[config.mk]
export PLATFORM = sky130hd
export DESIGN_NAME = alarm_set_editor
export DESIGN_NICKNAME = d
export VERILOG_FILES = /design/src/rtl/alarm_set_pkg.sv /design/src/rtl/bcd_field_adj.sv /design/src/rtl/alarm_set_editor.sv
export SDC_FILE = /design/constraint.sdc
export NUM_CORES = 1
export LEC_CHECK = 0
export ABC_AREA = 1
export BUFFER_PORTS_ARGS = -buffer_cell sky130_fd_sc_hd__clkbuf_2
export CELL_PAD_IN_SITES_DETAIL_PLACEMENT = 1
export CELL_PAD_IN_SITES_GLOBAL_PLACEMENT = 2
export CORE_MARGIN = 4
export CORE_UTILIZATION = 30
export DETAILED_ROUTE_END_ITERATION = 6
export GPL_ROUTABILITY_DRIVEN = 0
export GPL_TIMING_DRIVEN = 1
export PLACE_DENSITY_LB_ADDON = 0.08
export SYNTH_ARGS = -nofsm -noshare
export SYNTH_HDL_FRONTEND = slang
export SYNTH_HIERARCHICAL = 1
export SYNTH_SLANG_ARGS = --single-unit
[constraint.sdc]
create_clock -name clk -period 2.9 [get_ports clk]
set_input_delay 0.29 -clock clk [delete_from_list [all_inputs] [get_ports clk]]
set_output_delay 0.29 -clock clk [all_outputs]
set_load 0.1 [all_outputs]
[src/rtl/alarm_set_pkg.sv]
// Shared types and constants for the alarm setpoint editor.
package alarm_set_pkg;

  typedef enum logic [1:0] {
    StIdle  = 2'd0,
    StEditH = 2'd1,
    StEditM = 2'd2,
    StEditS = 2'd3
  } state_e;

  typedef enum logic [1:0] {
    FieldNone = 2'd0,
    FieldHour = 2'd1,
    FieldMin  = 2'd2,
    FieldSec  = 2'd3
  } field_e;

  localparam logic [7:0] HOUR_MAX   = 8'h23;
  localparam logic [7:0] MINSEC_MAX = 8'h59;

  function automatic field_e state_field(input state_e st);
    field_e f;
    unique case (st)
      StEditH: f = FieldHour;
      StEditM: f = FieldMin;
      StEditS: f = FieldSec;
      default: f = FieldNone;
    endcase
    return f;
  endfunction

endpackage

[src/rtl/bcd_field_adj.sv]
// Combinational two-digit BCD increment/decrement with wrap at max_i.
module bcd_field_adj (
  input  logic [7:0] val_i,
  input  logic [7:0] max_i,
  input  logic       inc_i,
  input  logic       dec_i,
  output logic [7:0] val_o
);

  always_comb begin
    val_o = val_i;
    if (inc_i && !dec_i) begin
      if (val_i >= max_i) begin
        val_o = 8'h00;
      end else if (val_i[3:0] >= 4'd9) begin
        val_o = {val_i[7:4] + 4'd1, 4'd0};
      end else begin
        val_o = {val_i[7:4], val_i[3:0] + 4'd1};
      end
    end else if (dec_i && !inc_i) begin
      // Out-of-range input snaps to max so the field never leaves legal BCD.
      if (val_i == 8'h00 || val_i > max_i) begin
        val_o = max_i;
      end else if (val_i[3:0] == 4'd0) begin
        val_o = {val_i[7:4] - 4'd1, 4'd9};
      end else begin
        val_o = {val_i[7:4], val_i[3:0] - 4'd1};
      end
    end
  end

endmodule

[src/rtl/alarm_set_editor.sv]
// Alarm setpoint editor: edits a shadow copy per field, publishes it atomically on ok.
// Optional auto-repeat on held up/down is built when AUTOREPEAT_EN is defined.
module alarm_set_editor
  import alarm_set_pkg::*;
#(
  parameter int unsigned TIMEOUT_CYC   = 50_000_000,
  parameter int unsigned RPT_DELAY_CYC = 25_000_000,
  parameter int unsigned RPT_RATE_CYC  = 5_000_000
) (
  input  logic       clk,
  input  logic       reset,
  input  logic       btn_sel,
  input  logic       btn_up,
  input  logic       btn_down,
  input  logic       btn_ok,
  input  logic       btn_arm,
  output logic [7:0] alarm_h,
  output logic [7:0] alarm_m,
  output logic [7:0] alarm_s,
  output logic       alarm_armed,
  output logic       commit,
  output logic       edit_active,
  output logic [1:0] edit_field,
  output logic [7:0] shadow_val
);

  localparam int unsigned TmoW = $clog2(TIMEOUT_CYC);
  localparam logic [TmoW-1:0] TmoLast = TmoW'(TIMEOUT_CYC - 1);

  state_e          state_q, state_d;
  logic [7:0]      shadow_h_q, shadow_h_d, shadow_m_q, shadow_m_d, shadow_s_q, shadow_s_d;
  logic [7:0]      alarm_h_q, alarm_h_d, alarm_m_q, alarm_m_d, alarm_s_q, alarm_s_d;
  logic            armed_q, armed_d;
  logic            commit_q, commit_d;
  logic [TmoW-1:0] tmo_q, tmo_d;
  logic [4:0]      btn_prev_q;

  logic sel_edge, up_edge, down_edge, ok_edge, arm_edge, any_edge;
  logic rpt_step, step_inc, step_dec;
  logic [7:0] cur_val, cur_max, adj_val;

  assign sel_edge  = btn_sel  & ~btn_prev_q[4];
  assign up_edge   = btn_up   & ~btn_prev_q[3];
  assign down_edge = btn_down & ~btn_prev_q[2];
  assign ok_edge   = btn_ok   & ~btn_prev_q[1];
  assign arm_edge  = btn_arm  & ~btn_prev_q[0];
  assign any_edge  = sel_edge | up_edge | down_edge | ok_edge | arm_edge;

`ifdef AUTOREPEAT_EN
  localparam int unsigned RptMax = (RPT_DELAY_CYC > RPT_RATE_CYC) ? RPT_DELAY_CYC : RPT_RATE_CYC;
  localparam int unsigned RptW   = $clog2(RptMax + 1);

  logic [RptW-1:0] rpt_cnt_q, rpt_cnt_d;
  logic            rpt_phase_q, rpt_phase_d;
  logic            held;

  assign held = (btn_up ^ btn_down) && (state_q != StIdle);

  // Count held cycles since the press; first repeat after the delay, then at the rate.
  always_comb begin
    rpt_cnt_d   = '0;
    rpt_phase_d = 1'b0;
    rpt_step    = 1'b0;
    if (held && (up_edge || down_edge)) begin
      rpt_cnt_d = RptW'(1);
    end else if (held) begin
      rpt_phase_d = rpt_phase_q;
      if (rpt_cnt_q == (rpt_phase_q ? RptW'(RPT_RATE_CYC) : RptW'(RPT_DELAY_CYC))) begin
        rpt_step    = 1'b1;
        rpt_cnt_d   = RptW'(1);
        rpt_phase_d = 1'b1;
      end else begin
        rpt_cnt_d = rpt_cnt_q + RptW'(1);
      end
    end
  end

  always_ff @(posedge clk) begin
    if (reset) begin
      rpt_cnt_q   <= '0;
      rpt_phase_q <= 1'b0;
    end else begin
      rpt_cnt_q   <= rpt_cnt_d;
      rpt_phase_q <= rpt_phase_d;
    end
  end
`else
  logic unused_rpt;
  assign unused_rpt = ^{RPT_DELAY_CYC, RPT_RATE_CYC};
  assign rpt_step   = 1'b0;
`endif

  assign step_inc = (up_edge & ~down_edge) | (rpt_step & btn_up);
  assign step_dec = (down_edge & ~up_edge) | (rpt_step & btn_down);

  always_comb begin
    unique case (state_q)
      StEditH: begin cur_val = shadow_h_q; cur_max = HOUR_MAX;   end
      StEditM: begin cur_val = shadow_m_q; cur_max = MINSEC_MAX; end
      StEditS: begin cur_val = shadow_s_q; cur_max = MINSEC_MAX; end
      default: begin cur_val = 8'h00;      cur_max = MINSEC_MAX; end
    endcase
  end

  bcd_field_adj u_adj (
    .val_i (cur_val),
    .max_i (cur_max),
    .inc_i (step_inc),
    .dec_i (step_dec),
    .val_o (adj_val)
  );

  always_comb begin
    state_d    = state_q;
    shadow_h_d = shadow_h_q;
    shadow_m_d = shadow_m_q;
    shadow_s_d = shadow_s_q;
    alarm_h_d  = alarm_h_q;
    alarm_m_d  = alarm_m_q;
    alarm_s_d  = alarm_s_q;
    armed_d    = armed_q;
    commit_d   = 1'b0;
    tmo_d      = '0;
    if (state_q == StIdle) begin
      if (sel_edge) begin
        state_d    = StEditH;
        shadow_h_d = alarm_h_q;
        shadow_m_d = alarm_m_q;
        shadow_s_d = alarm_s_q;
      end
      // Hour 00 means "no setpoint", so arming is refused.
      if (arm_edge) begin
        armed_d = (alarm_h_q != 8'h00) ? ~armed_q : 1'b0;
      end
    end else if (ok_edge) begin
      state_d   = StIdle;
      alarm_h_d = shadow_h_q;
      alarm_m_d = shadow_m_q;
      alarm_s_d = shadow_s_q;
      commit_d  = 1'b1;
      if (shadow_h_q == 8'h00) begin
        armed_d = 1'b0;
      end
    end else if (sel_edge) begin
      unique case (state_q)
        StEditH: state_d = StEditM;
        StEditM: state_d = StEditS;
        default: state_d = StEditH;
      endcase
    end else begin
      unique case (state_q)
        StEditH: shadow_h_d = adj_val;
        StEditM: shadow_m_d = adj_val;
        default: shadow_s_d = adj_val;
      endcase
      if (any_edge || rpt_step) begin
        tmo_d = '0;
      end else if (tmo_q == TmoLast) begin
        state_d = StIdle;
      end else begin
        tmo_d = tmo_q + TmoW'(1);
      end
    end
  end

  always_ff @(posedge clk) begin
    if (reset) begin
      state_q    <= StIdle;
      shadow_h_q <= 8'h00;
      shadow_m_q <= 8'h00;
      shadow_s_q <= 8'h00;
      alarm_h_q  <= 8'h00;
      alarm_m_q  <= 8'h00;
      alarm_s_q  <= 8'h00;
      armed_q    <= 1'b0;
      commit_q   <= 1'b0;
      tmo_q      <= '0;
      btn_prev_q <= 5'b0;
    end else begin
      state_q    <= state_d;
      shadow_h_q <= shadow_h_d;
      shadow_m_q <= shadow_m_d;
      shadow_s_q <= shadow_s_d;
      alarm_h_q  <= alarm_h_d;
      alarm_m_q  <= alarm_m_d;
      alarm_s_q  <= alarm_s_d;
      armed_q    <= armed_d;
      commit_q   <= commit_d;
      tmo_q      <= tmo_d;
      btn_prev_q <= {btn_sel, btn_up, btn_down, btn_ok, btn_arm};
    end
  end

  assign alarm_h     = alarm_h_q;
  assign alarm_m     = alarm_m_q;
  assign alarm_s     = alarm_s_q;
  assign alarm_armed = armed_q;
  assign commit      = commit_q;
  assign edit_active = (state_q != StIdle);
  assign edit_field  = state_field(state_q);
  assign shadow_val  = cur_val;

endmodule
==> flow_metrics.env <==
export IMPL_status="complete, but fails checks"
export IMPL_violations="setup timing"
export IMPL_worstReg2RegEnd="shadow_h_q[3]$_SDFFE_PP0P_"
export IMPL_drv_slew=0
export IMPL_yosys_cell_types_count=45
export IMPL_critPathMaxStageDelay_ns=0.36
export IMPL_stdcell_area_um2=6536
export IMPL_dp_hpwl_mm=12.79
export IMPL_antennaDiodeCount=0
export IMPL_fillers=2020
export IMPL_setup_slack_ns=-0.02167
export IMPL_critPathMaxFanout=7
export IMPL_start_kind="flop"
export IMPL_crit_cells=26
export IMPL_worstSetupEndpointType="flop"
export IMPL_placementRows=46
export IMPL_synthMuxAreaShare_pct=0
export IMPL_max_vdd_ir_drop_mv=0.3230
export IMPL_wl_mm=16.98
export IMPL_cts_htree_levels=3
export IMPL_min_path_type="in2reg"
export IMPL_synthAdderAreaFrac_pct=5.585
export IMPL_rsz0062_at_grt="yes"
export IMPL_fp_dieH_um=136.2
export IMPL_syn_area_um2=4928
export IMPL_drc_errors=0
export IMPL_timing_rr_start="state_q[1]$_SDFFE_PP0P_"
export IMPL_worstSetupEndpoint="shadow_h_q[3]$_SDFFE_PP0P_"
export IMPL_dpl_cell_area_um2=5784
export IMPL_pin_count=44
export IMPL_drtIter0Drc=198
export IMPL_synth_compound_area_share_pct=15.11
export IMPL_required_ns=3.10
export IMPL_cts_tree="done"
export IMPL_start_util_pct=30.80
export IMPL_viasPerCell=4.850
export IMPL_areaGrowthSynthToFinish_pct=32.62
export IMPL_max_freq_mhz=342.3
export IMPL_most_common_layout_cells="nand2_1, dfxtp_1, inv_1, a21oi_1, nor2_1"
export IMPL_slowest_stage="dfxtp_4"
export IMPL_grt_max_degree=27
export IMPL_hold_viol_final=0
export IMPL_dr_total_vias=5005
export IMPL_grt_pass1_wl_mm=26.48
export IMPL_setup_viol=3
export IMPL_drive_gt1_share_pct=30.02
export IMPL_core_um2=16000
export IMPL_grt_pass1_vias=4995
export IMPL_ys_seq_elements=83
export IMPL_cts_root_buf="clkbuf_16"
export IMPL_maxSlewHeadroom_pct=48.50
export IMPL_wl_per_cell_um=16.45
export IMPL_ctsHoldBuffers=0
export IMPL_p_leak_uw=0.002704
export IMPL_postRouteAntennaNets=0
export IMPL_cts_buffers=9
export IMPL_crit_type="reg2reg"
export IMPL_startpoint="state_q[1]$_SDFFE_PP0P_"
export IMPL_synth_area_per_cell_um2=6.864
export IMPL_dieArea_um2=18540
export IMPL_ctsLongestPathBuffers=2
export IMPL_worst_pin_slew_ns=0.7703
export IMPL_mostFrequentLayoutCell="nand2_1"
export IMPL_crit_family="simple AND/OR/NAND/NOR gates"
export IMPL_fin_crit_sh_pct=100.7
export IMPL_cts_sinks=83
export IMPL_grt_usage_pct=18.07
export IMPL_power_density_nw_per_um2=604.3
export IMPL_fp_dieW_um=136.2
export IMPL_antenna_found_initial=0
export IMPL_first_pass_iters=4
export IMPL_synth_simple_area_share_pct=32.72
export IMPL_r2r_setup_slack_ns=-0.02
export IMPL_seq_area_frac_synth_pct=33.71
export IMPL_crit_buf_inv=5
export IMPL_min_period_ns=2.922
export IMPL_worstSkewPairLatency_ns=0.35
export IMPL_path_clk_slew_ns=0.06
export IMPL_final_nets=840
export IMPL_synth_warning_count=6
export IMPL_fin_worst_skew_ns=0.008768
export IMPL_reg2regPathDepth=26
export IMPL_synth_xor_area_share_pct=2.843
export IMPL_cp_arrival_ns=3.12
export IMPL_synth_cells=718
export IMPL_maxCapViolCount=0
export IMPL_fin_util_pct=40.85
export IMPL_port_buffers=43
export IMPL_grt_ovfl_total=0
export IMPL_synth_top_family_by_area="simple AND/OR/NAND/NOR gates"
[cells in the mapped netlist (all sizes together)]
library cell  number  area share (%)
a211oi             2            0.30
a21o               1            0.15
a21oi             54             5.7
a31oi             16             2.0
buf               10             1.7
clkbuf            12            0.91
clkinv             1           0.076
conb               2            0.15
dfxtp             83              34
ha                22             5.6
inv               94             7.2
nand2            207              17
nand3             37             4.5
nand3b             6            0.91
nand4              7             1.0
nor2              66             6.1
nor3              14             1.9
nor3b              2            0.41
nor4               1            0.25
o211ai            10             1.6
o21ai             52             5.3
or2                3            0.38
xnor2              7             1.2
xor2               9             1.6
[cells by family after synthesis]
family,Yosys count
flip-flops,83
XOR/XNOR,16
buffers and inverters,117
adder cells (fa/ha/maj),22
other,2
AND/OR/NAND/NOR,343
AO/OA/AOI/OAI,135
[worst reg2reg max path: stages (launching register included)]
cell and delay (ns):
dfxtp_4 0.36, buf_6 0.12, ha_4 0.18, buf_6 0.12
nand2_2 0.05, o211ai_1 0.13, nand2_4 0.11, clkinvlp_4 0.11
ha_4 0.29, nand2_2 0.04, inv_2 0.07, nand2_1 0.06
nand2_1 0.06, nand2_1 0.06, nand2_2 0.10, nand2_4 0.10
nand2_8 0.09, buf_4 0.11, nand2_2 0.04, nand3_2 0.05
nand2_1 0.06, nand2_1 0.07, nand2_2 0.08, nand2_4 0.10
o21ai_2 0.06, o21ai_1 0.11, a21oi_1 0.06
[routing by layer]
metal  track usage (%)  vias to the layer above  part of all wire [%]
met5                 0                        -                     0
met4             3.919                        0                   1.1
met3             3.331                       16                   3.1
met2             28.43                       68                    45
met1             25.78                     2429                    50
li1                  -                     2492                     -
[worst min-delay path by stage]
stage | from | end | slack [ns] | cells after the start
2_1_floorplan | btn_ok | btn_prev_q[1]$_SDFF_PP0_ | 0.40 | 2
3_3_place_gp | tmo_q[22]$_SDFF_PP0_ | tmo_q[22]$_SDFF_PP0_ | 0.46 | 2
3_5_place_dp | tmo_q[0]$_SDFF_PP0_ | tmo_q[0]$_SDFF_PP0_ | 0.47 | 1
4_1_cts | btn_sel | btn_prev_q[4]$_SDFF_PP0_ | 0.14 | 3
5_1_grt | btn_sel | btn_prev_q[4]$_SDFF_PP0_ | 0.17 | 3
6_report | btn_sel | btn_prev_q[4]$_SDFF_PP0_ | 0.15 | 3
[sequential cells by signal (all words and copies together) (netlist names)]
signal and count:
alarm_armed 1, alarm_h 8, alarm_m 8, alarm_s 8, btn_prev_q 5, commit 1, shadow_h_q 8, shadow_m_q 8
shadow_s_q 8, state_q 2, tmo_q 26
[what timing repair did]
action,4_1_cts,5_1_grt
cloned,0,2
pin swaps,0,36
setup buffers,0,19
resized for setup,3,70
endpoints found under the hold margin,0,0
setup endpoints to repair,11,24
[final cells by class]
cell class	count	area (µm²)	area share (%)
multi-input combinational	521	3153	48.24
sequential	83	1669	25.54
timing repair buffer	101	724.4	11.08
inverter	95	399.1	6.106
tap	216	270.3	4.135
clock buffer	12	246.5	3.771
clock inverter	4	73.82	1.129
[report_power, final]
part           switching, µW  total (µW)  internal [µW]
sequential              87.2        1330           1250
clock                    483        1260            779
combinational            919        1350            434
total                   1490        3950           2460
[stage by stage]
step	setup slack, ns	power (µW)	hold slack, ns	cells	setup TNS, ns
after floorplan	-0.2550	2219	0.3970	721	-3.279
after global placement	-0.07333	2500	0.4590	995	-0.1212
after detailed placement	-0.1075	2517	0.4695	995	-0.5303
after CTS	-0.05110	3795	0.1384	1011	-0.08152
after global routing	-0.1769	4147	0.1662	1032	-1.823
final	-0.02167	3950	0.1512	1032	-0.03137
Power figures use the tool's default switching activity.
